===== config.mk =====
export PLATFORM = sky130hd
export DESIGN_NAME = writeback_stage
export DESIGN_NICKNAME = d
export VERILOG_FILES = /design/src/rtl/writeback_stage_pkg.sv /design/src/rtl/writeback_stage_align.sv /design/src/rtl/writeback_stage.sv
export SDC_FILE = /design/constraint.sdc
export NUM_CORES = 1
export LEC_CHECK = 0
export CAP_MARGIN = 10
export CELL_PAD_IN_SITES_DETAIL_PLACEMENT = 1
export CELL_PAD_IN_SITES_GLOBAL_PLACEMENT = 2
export CORE_MARGIN = 2
export CORE_UTILIZATION = 26
export DETAILED_ROUTE_END_ITERATION = 7
export GPL_TIMING_DRIVEN = 1
export HOLD_SLACK_MARGIN = 0.08
export PLACE_DENSITY = 0.84
export SLEW_MARGIN = 20
export SYNTH_ARGS = -nofsm -noshare
export SYNTH_HDL_FRONTEND = slang
export SYNTH_SLANG_ARGS = --single-unit

===== constraint.sdc =====
create_clock -name wb_clk -period 3.7 [get_ports wb_clk]
set_clock_uncertainty 0.05 [all_clocks]
set_input_delay 1.11 -clock wb_clk [delete_from_list [all_inputs] [get_ports wb_clk]]
set_output_delay 1.11 -clock wb_clk [all_outputs]
set_load 0.02 [all_outputs]

===== src/rtl/writeback_stage_pkg.sv =====
// rtl/writeback_stage_pkg.sv - shared load-type codes, FSM states and default widths for the writeback stage
package writeback_stage_pkg;

   localparam int DWIDTH_DEF   = 32;
   localparam int AWIDTH_DEF   = 5;
   localparam int MAX_WAIT_DEF = 15;

   localparam logic [2:0] LD_LW  = 3'b000;
   localparam logic [2:0] LD_LH  = 3'b001;
   localparam logic [2:0] LD_LHU = 3'b010;
   localparam logic [2:0] LD_LB  = 3'b011;
   localparam logic [2:0] LD_LBU = 3'b100;

   typedef enum logic {
      ST_IDLE = 1'b0,
      ST_WAIT = 1'b1
   } wb_state_t;

endpackage


===== src/rtl/writeback_stage_align.sv =====
// rtl/writeback_stage_align.sv - little-endian load alignment, extension and misalignment detection
module wb_load_align
   import writeback_stage_pkg::*;
#(
   parameter int DWIDTH = DWIDTH_DEF
) (
   input  logic [DWIDTH-1:0] data,
   input  logic [2:0]        load_type,
   input  logic [1:0]        byte_off,
   output logic [DWIDTH-1:0] aligned,
   output logic              misalign
);

   logic [7:0]  sel_byte;
   logic [15:0] sel_half;

   // pick the addressed byte/halfword, then extend according to the load type
   always_comb begin
      sel_byte = data[7:0];
      case (byte_off)
         2'd1:    sel_byte = data[15:8];
         2'd2:    sel_byte = data[23:16];
         2'd3:    sel_byte = data[31:24];
         default: sel_byte = data[7:0];
      endcase
      sel_half = byte_off[1] ? data[31:16] : data[15:0];

      aligned  = data;
      misalign = 1'b0;
      case (load_type)
         LD_LH: begin
            aligned  = {{(DWIDTH-16){sel_half[15]}}, sel_half};
            misalign = byte_off[0];
         end
         LD_LHU: begin
            aligned  = {{(DWIDTH-16){1'b0}}, sel_half};
            misalign = byte_off[0];
         end
         LD_LB: begin
            aligned  = {{(DWIDTH-8){sel_byte[7]}}, sel_byte};
         end
         LD_LBU: begin
            aligned  = {{(DWIDTH-8){1'b0}}, sel_byte};
         end
         default: begin
            aligned  = data;
            misalign = (byte_off != 2'b00);
         end
      endcase
   end

endmodule


===== src/rtl/writeback_stage.sv =====
// rtl/writeback_stage.sv - MEM/WB stage with slow-memory wait/timeout; optional forwarding via WRITEBACK_FORWARD_EN
module writeback_stage
   import writeback_stage_pkg::*;
#(
   parameter int DWIDTH   = DWIDTH_DEF,
   parameter int AWIDTH   = AWIDTH_DEF,
   parameter int MAX_WAIT = MAX_WAIT_DEF
) (
   input  logic              wb_clk,
   input  logic              wb_rst,
   input  logic              wb_i_ce,
   input  logic              wb_i_reg_wr,
   input  logic              wb_i_memtoreg,
   input  logic [2:0]        wb_i_load_type,
   input  logic [1:0]        wb_i_byte_off,
   input  logic [DWIDTH-1:0] wb_i_alu_result,
   input  logic [AWIDTH-1:0] wb_i_addr_rd,
   input  logic [DWIDTH-1:0] wb_i_mem_data,
   input  logic              wb_i_mem_ack,
   output logic              wb_o_stall,
   output logic              wb_o_reg_wr,
   output logic [AWIDTH-1:0] wb_o_addr_rd,
   output logic [DWIDTH-1:0] wb_o_data_rd,
   output logic              wb_o_ce,
   output logic              wb_o_err,
   output logic              wb_o_fwd_valid,
   output logic [AWIDTH-1:0] wb_o_fwd_addr,
   output logic [DWIDTH-1:0] wb_o_fwd_data
);

   localparam int CW = $clog2(MAX_WAIT + 1);

   wb_state_t         state_q, state_d;
   logic [CW-1:0]     wait_cnt_q, wait_cnt_d;

   logic              cap_reg_wr_q;
   logic [2:0]        cap_load_type_q;
   logic [1:0]        cap_byte_off_q;
   logic [AWIDTH-1:0] cap_addr_q;

   logic              capture_en;
   logic              commit;
   logic              timeout;

   logic              sel_reg_wr;
   logic              sel_memtoreg;
   logic [2:0]        sel_load_type;
   logic [1:0]        sel_byte_off;
   logic [AWIDTH-1:0] sel_addr;

   logic [DWIDTH-1:0] aligned;
   logic              misalign;
   logic              commit_err;
   logic              commit_wr;
   logic [DWIDTH-1:0] commit_data;

   // while waiting, the captured fields describe the instruction, not the live MEM inputs
   always_comb begin
      if (state_q == ST_WAIT) begin
         sel_reg_wr    = cap_reg_wr_q;
         sel_memtoreg  = 1'b1;
         sel_load_type = cap_load_type_q;
         sel_byte_off  = cap_byte_off_q;
         sel_addr      = cap_addr_q;
      end else begin
         sel_reg_wr    = wb_i_reg_wr;
         sel_memtoreg  = wb_i_memtoreg;
         sel_load_type = wb_i_load_type;
         sel_byte_off  = wb_i_byte_off;
         sel_addr      = wb_i_addr_rd;
      end
   end

   wb_load_align #(.DWIDTH(DWIDTH)) u_align (
      .data      (wb_i_mem_data),
      .load_type (sel_load_type),
      .byte_off  (sel_byte_off),
      .aligned   (aligned),
      .misalign  (misalign)
   );

   // next-state, wait counter and commit/timeout decisions; an ack at the limit still commits
   always_comb begin
      state_d    = state_q;
      wait_cnt_d = wait_cnt_q;
      capture_en = 1'b0;
      commit     = 1'b0;
      timeout    = 1'b0;
      wb_o_stall = 1'b0;
      case (state_q)
         ST_IDLE: begin
            if (wb_i_ce) begin
               if (!wb_i_memtoreg || wb_i_mem_ack) begin
                  commit = 1'b1;
               end else begin
                  capture_en = 1'b1;
                  wb_o_stall = 1'b1;
                  state_d    = ST_WAIT;
                  wait_cnt_d = '0;
               end
            end
         end
         ST_WAIT: begin
            wb_o_stall = 1'b1;
            if (wb_i_mem_ack) begin
               commit     = 1'b1;
               state_d    = ST_IDLE;
               wait_cnt_d = '0;
            end else if (wait_cnt_q == CW'(MAX_WAIT - 1)) begin
               timeout    = 1'b1;
               state_d    = ST_IDLE;
               wait_cnt_d = '0;
            end else begin
               wait_cnt_d = wait_cnt_q + 1'b1;
            end
         end
         default: begin
            state_d    = ST_IDLE;
            wait_cnt_d = '0;
         end
      endcase
   end

   assign commit_err  = commit & sel_memtoreg & misalign;
   assign commit_wr   = commit & sel_reg_wr & (sel_addr != '0) & ~commit_err;
   assign commit_data = sel_memtoreg ? aligned : wb_i_alu_result;

   // FSM state and wait counter
   always_ff @(posedge wb_clk or posedge wb_rst) begin
      if (wb_rst) begin
         state_q    <= ST_IDLE;
         wait_cnt_q <= '0;
      end else begin
         state_q    <= state_d;
         wait_cnt_q <= wait_cnt_d;
      end
   end

   // MEM/WB capture of a load that must wait for the memory
   always_ff @(posedge wb_clk or posedge wb_rst) begin
      if (wb_rst) begin
         cap_reg_wr_q    <= 1'b0;
         cap_load_type_q <= LD_LW;
         cap_byte_off_q  <= 2'b00;
         cap_addr_q      <= '0;
      end else if (capture_en) begin
         cap_reg_wr_q    <= wb_i_reg_wr;
         cap_load_type_q <= wb_i_load_type;
         cap_byte_off_q  <= wb_i_byte_off;
         cap_addr_q      <= wb_i_addr_rd;
      end
   end

   // commit outputs: single-cycle pulses, address/data hold between commits
   always_ff @(posedge wb_clk or posedge wb_rst) begin
      if (wb_rst) begin
         wb_o_reg_wr  <= 1'b0;
         wb_o_ce      <= 1'b0;
         wb_o_err     <= 1'b0;
         wb_o_addr_rd <= '0;
         wb_o_data_rd <= '0;
      end else begin
         wb_o_reg_wr <= commit_wr;
         wb_o_ce     <= commit;
         wb_o_err    <= commit_err | timeout;
         if (commit) begin
            wb_o_addr_rd <= sel_addr;
            wb_o_data_rd <= commit_data;
         end
      end
   end

`ifdef WRITEBACK_FORWARD_EN
   // last real register write, kept for the decode-stage bypass
   always_ff @(posedge wb_clk or posedge wb_rst) begin
      if (wb_rst) begin
         wb_o_fwd_valid <= 1'b0;
         wb_o_fwd_addr  <= '0;
         wb_o_fwd_data  <= '0;
      end else if (commit_wr) begin
         wb_o_fwd_valid <= 1'b1;
         wb_o_fwd_addr  <= sel_addr;
         wb_o_fwd_data  <= commit_data;
      end
   end
`else
   assign wb_o_fwd_valid = 1'b0;
   assign wb_o_fwd_addr  = '0;
   assign wb_o_fwd_data  = '0;
`endif

endmodule


==> out/metrics.cfg <==
[global_routing]
grt_pass1_vias = 3806
overflow = 0
grt_usage = 0.167
grt_max_degree = 37
grt_pass1_wl_mm = 20.6
antenna_found_initial = 0

[timing]
setup_viol = 0
fin_crit_ps = 3580
slew_headroom = 0.492
rsz0062_at_grt = no
hold_viol = 0
period_share = 0.969
clock.fmax_mhz = 279
report.final.slew_viol_count = 0
worst_slack_ps = 116
worst_slew_pin_slew_ps = 763

[synth]
synth_top_family_by_area = compound AO/OA/AOI/OAI gates
synth.avg_cell_area_um2 = 8.89
synth.most_common_cell = dfrtp_1
synth_flop_cell = dfrtp_1
synthXorXnorAreaFrac = 0.00697
synth_commonest_cells = dfrtp_1, o21ai_0, nand2_1, buf_4, a21oi_1
yosysSeqAreaShare = 0.372
ys_types = 55
synth_mux_area_frac = 0.113
syn-cell-area_mm2 = 0.00377
synth-simple-area-share = 0.170
yosys_warnings = 0
synth_cells = 424
synth_compound_area_frac = 0.211
async_flop_share = 1.00
ys_seq_elements = 56
synth_edf_count = 0
synth_fa_ha_area_frac = 0.00929
synth_area_leaders = dfrtp_1, buf_4, o21ai_0
netlist.area_leader.share = 0.372
yosys.area.top_type = dfrtp_1

[pwr]
swShare = 0.364
peakVddDrop_mv = 0.193
p_leak_nw = 2.09
seq_power_share = 0.357
power_density_mw_per_mm2 = 441
p_clk_frac = 0.252
power.switching_mw = 0.837
internal_power_mw = 1.46
combPwrFrac = 0.391

[worst_setup_path]
cp.required_ps = 2540
cp-end-kind = primary output
crit_fanout = 5
start_kind = input pin
crit_start = wb_i_memtoreg
critPathArrivalTime_ps = 2420
crit_type = in2out
reg2reg_from = state_q

[clock_network]
clock-root-buffer = clkbuf_16
numCtsBuffers = 5
clk_pin_slew_ps = 80
cts.sinks = 56
cts_max_path_buffers = 2
clk_latency_ps = 320
cts_tree = yes
cts_max_level = 2
cts_setup_buffers = 0

[floorplanning]
initial_core_util = 0.262
ios = 159
die-height_um = 124
core-area_mm2 = 0.0144
die_x_um = 124
floorplan.die_area_mm2 = 0.0155
num_rows = 44

[final_layout]
layout-drive-gt1-share = 0.0926
areaGrowthSynthToFinish_pct = 38.1
layout.nets = 621
fillers = 1662
insertedDiodeCount = 0
seq_area_mm2 = 0.00140
multi_input_area_mm2 = 0.00207
final_util = 0.362

[job]
cap_viol_max_count = 0

[placed_design]
place_ws_ps = -159
dpl.hpwl_mm = 9.99
portBuffers = 120
place_congestion = 0.809

[detailed_routing]
drt_iter0_drc = 116
vias = 3572
postRouteAntennaNets = 0
post-route-drc-count = 0
via_per_inst = 4.93
wl_mm = 13.0
wl_per_cell_um = 18.0
firstDrtPassIters = 4

[worst_hold_path]
hp-class = reg2reg
holdCritStartpoint = wb_o_addr_rd[3]

[run_status]
outcome = completed

final timing paths:
kind / endpoint / slack [ps] / cells after the start
setup / recovery: wb_o_stall / 120 / 6
hold / removal: wb_o_addr_rd[3] / 440 / 2
setup reg to reg: wb_o_data_rd[15] / 1210 / 6
hold reg to reg: wb_o_addr_rd[3] / 440 / 2
max in group asynchronous: wb_o_data_rd[20] / 1730 / 3
min in group asynchronous: wb_o_data_rd[5] / 1150 / 2
routing by layer:
metal	vias to the layer above	track usage	routed length [um]
met3	16	0.0473	741
met5	-	0	0
met2	108	0.290	6470
met4	0	0.0456	212
met1	1765	0.203	5580
li1	1683	-	-
sequential cells by signal, indices dropped and copies added, names as in the netlist:
signal           flops
wb_o_data_rd        32
cap_addr_q           5
wb_o_addr_rd         5
wait_cnt_q           4
cap_load_type_q      3
cap_byte_off_q       2
cap_reg_wr_q         1
state_q              1
wb_o_ce              1
wb_o_err             1
wb_o_reg_wr          1
power by group through the flow:
stage               logic [mW]  clock network, mW  registers [mW]
floorplan                0.426                  0           0.921
global placement         0.882                  0           0.826
detailed placement       0.904                  0           0.832
CTS                      0.908              0.595           0.822
global route             0.970              0.613           0.841
finish                   0.898              0.580           0.820
placed cells by master, fill, tap and decap left out, drive strengths merged, types with 14 or more instances in the layout:
master / count
dfrtp: 56
a21oi: 32
o21ai: 54
mux2: 14
nor3: 25
conb: 38
nor2: 21
clkdlybuf4s50: 119
or3: 16
buf: 15
nand2: 45
mux2i: 24
what timing repair did:
item	in CTS	in global routing
hold buffers	0	0
gates resized for setup	1	1
endpoints found under the setup margin	1	1
endpoints found under the hold margin	0	0
gates cloned	0	0
cell type report:
type,count,share of cell area
clock buffers,5,0.0240
clock inverters,3,0.00889
inverters,6,0.00433
multi-input cells,335,0.397
flip-flops and latches,56,0.269
well taps,184,0.0442
repair buffers,135,0.252
through the flow:
step                      hold WS, ps  TNS [ps]  power (mW)  instances  instance area, um^2
final                             437         0        2.30        724                 5210
after global routing              467         0        2.42        724                 5210
after floorplan                   400         0        1.35        461                 3910
after detailed placement          422      -159        1.74        716                 5030
after global placement            410      -173        1.71        716                 5030
after CTS                         442         0        2.32        724                 5200
logic make-up after synthesis:
| logic type | after synthesis |
|---|---|
| mux | 38 |
| compound gates | 123 |
| simple gates | 130 |
| other cells | 1 |
| fa+ha+maj | 3 |
| buf+inv | 70 |
| flops | 56 |
| xor+xnor | 3 |
worst max-delay path: stages:
cell,delay (ps)
clkdlybuf4s50_1,520
nor2b_2,190
a21oi_1,80
buf_4,150
inv_1,50
dlygate4sd2_1,320
Power figures use the tool's default switching activity.
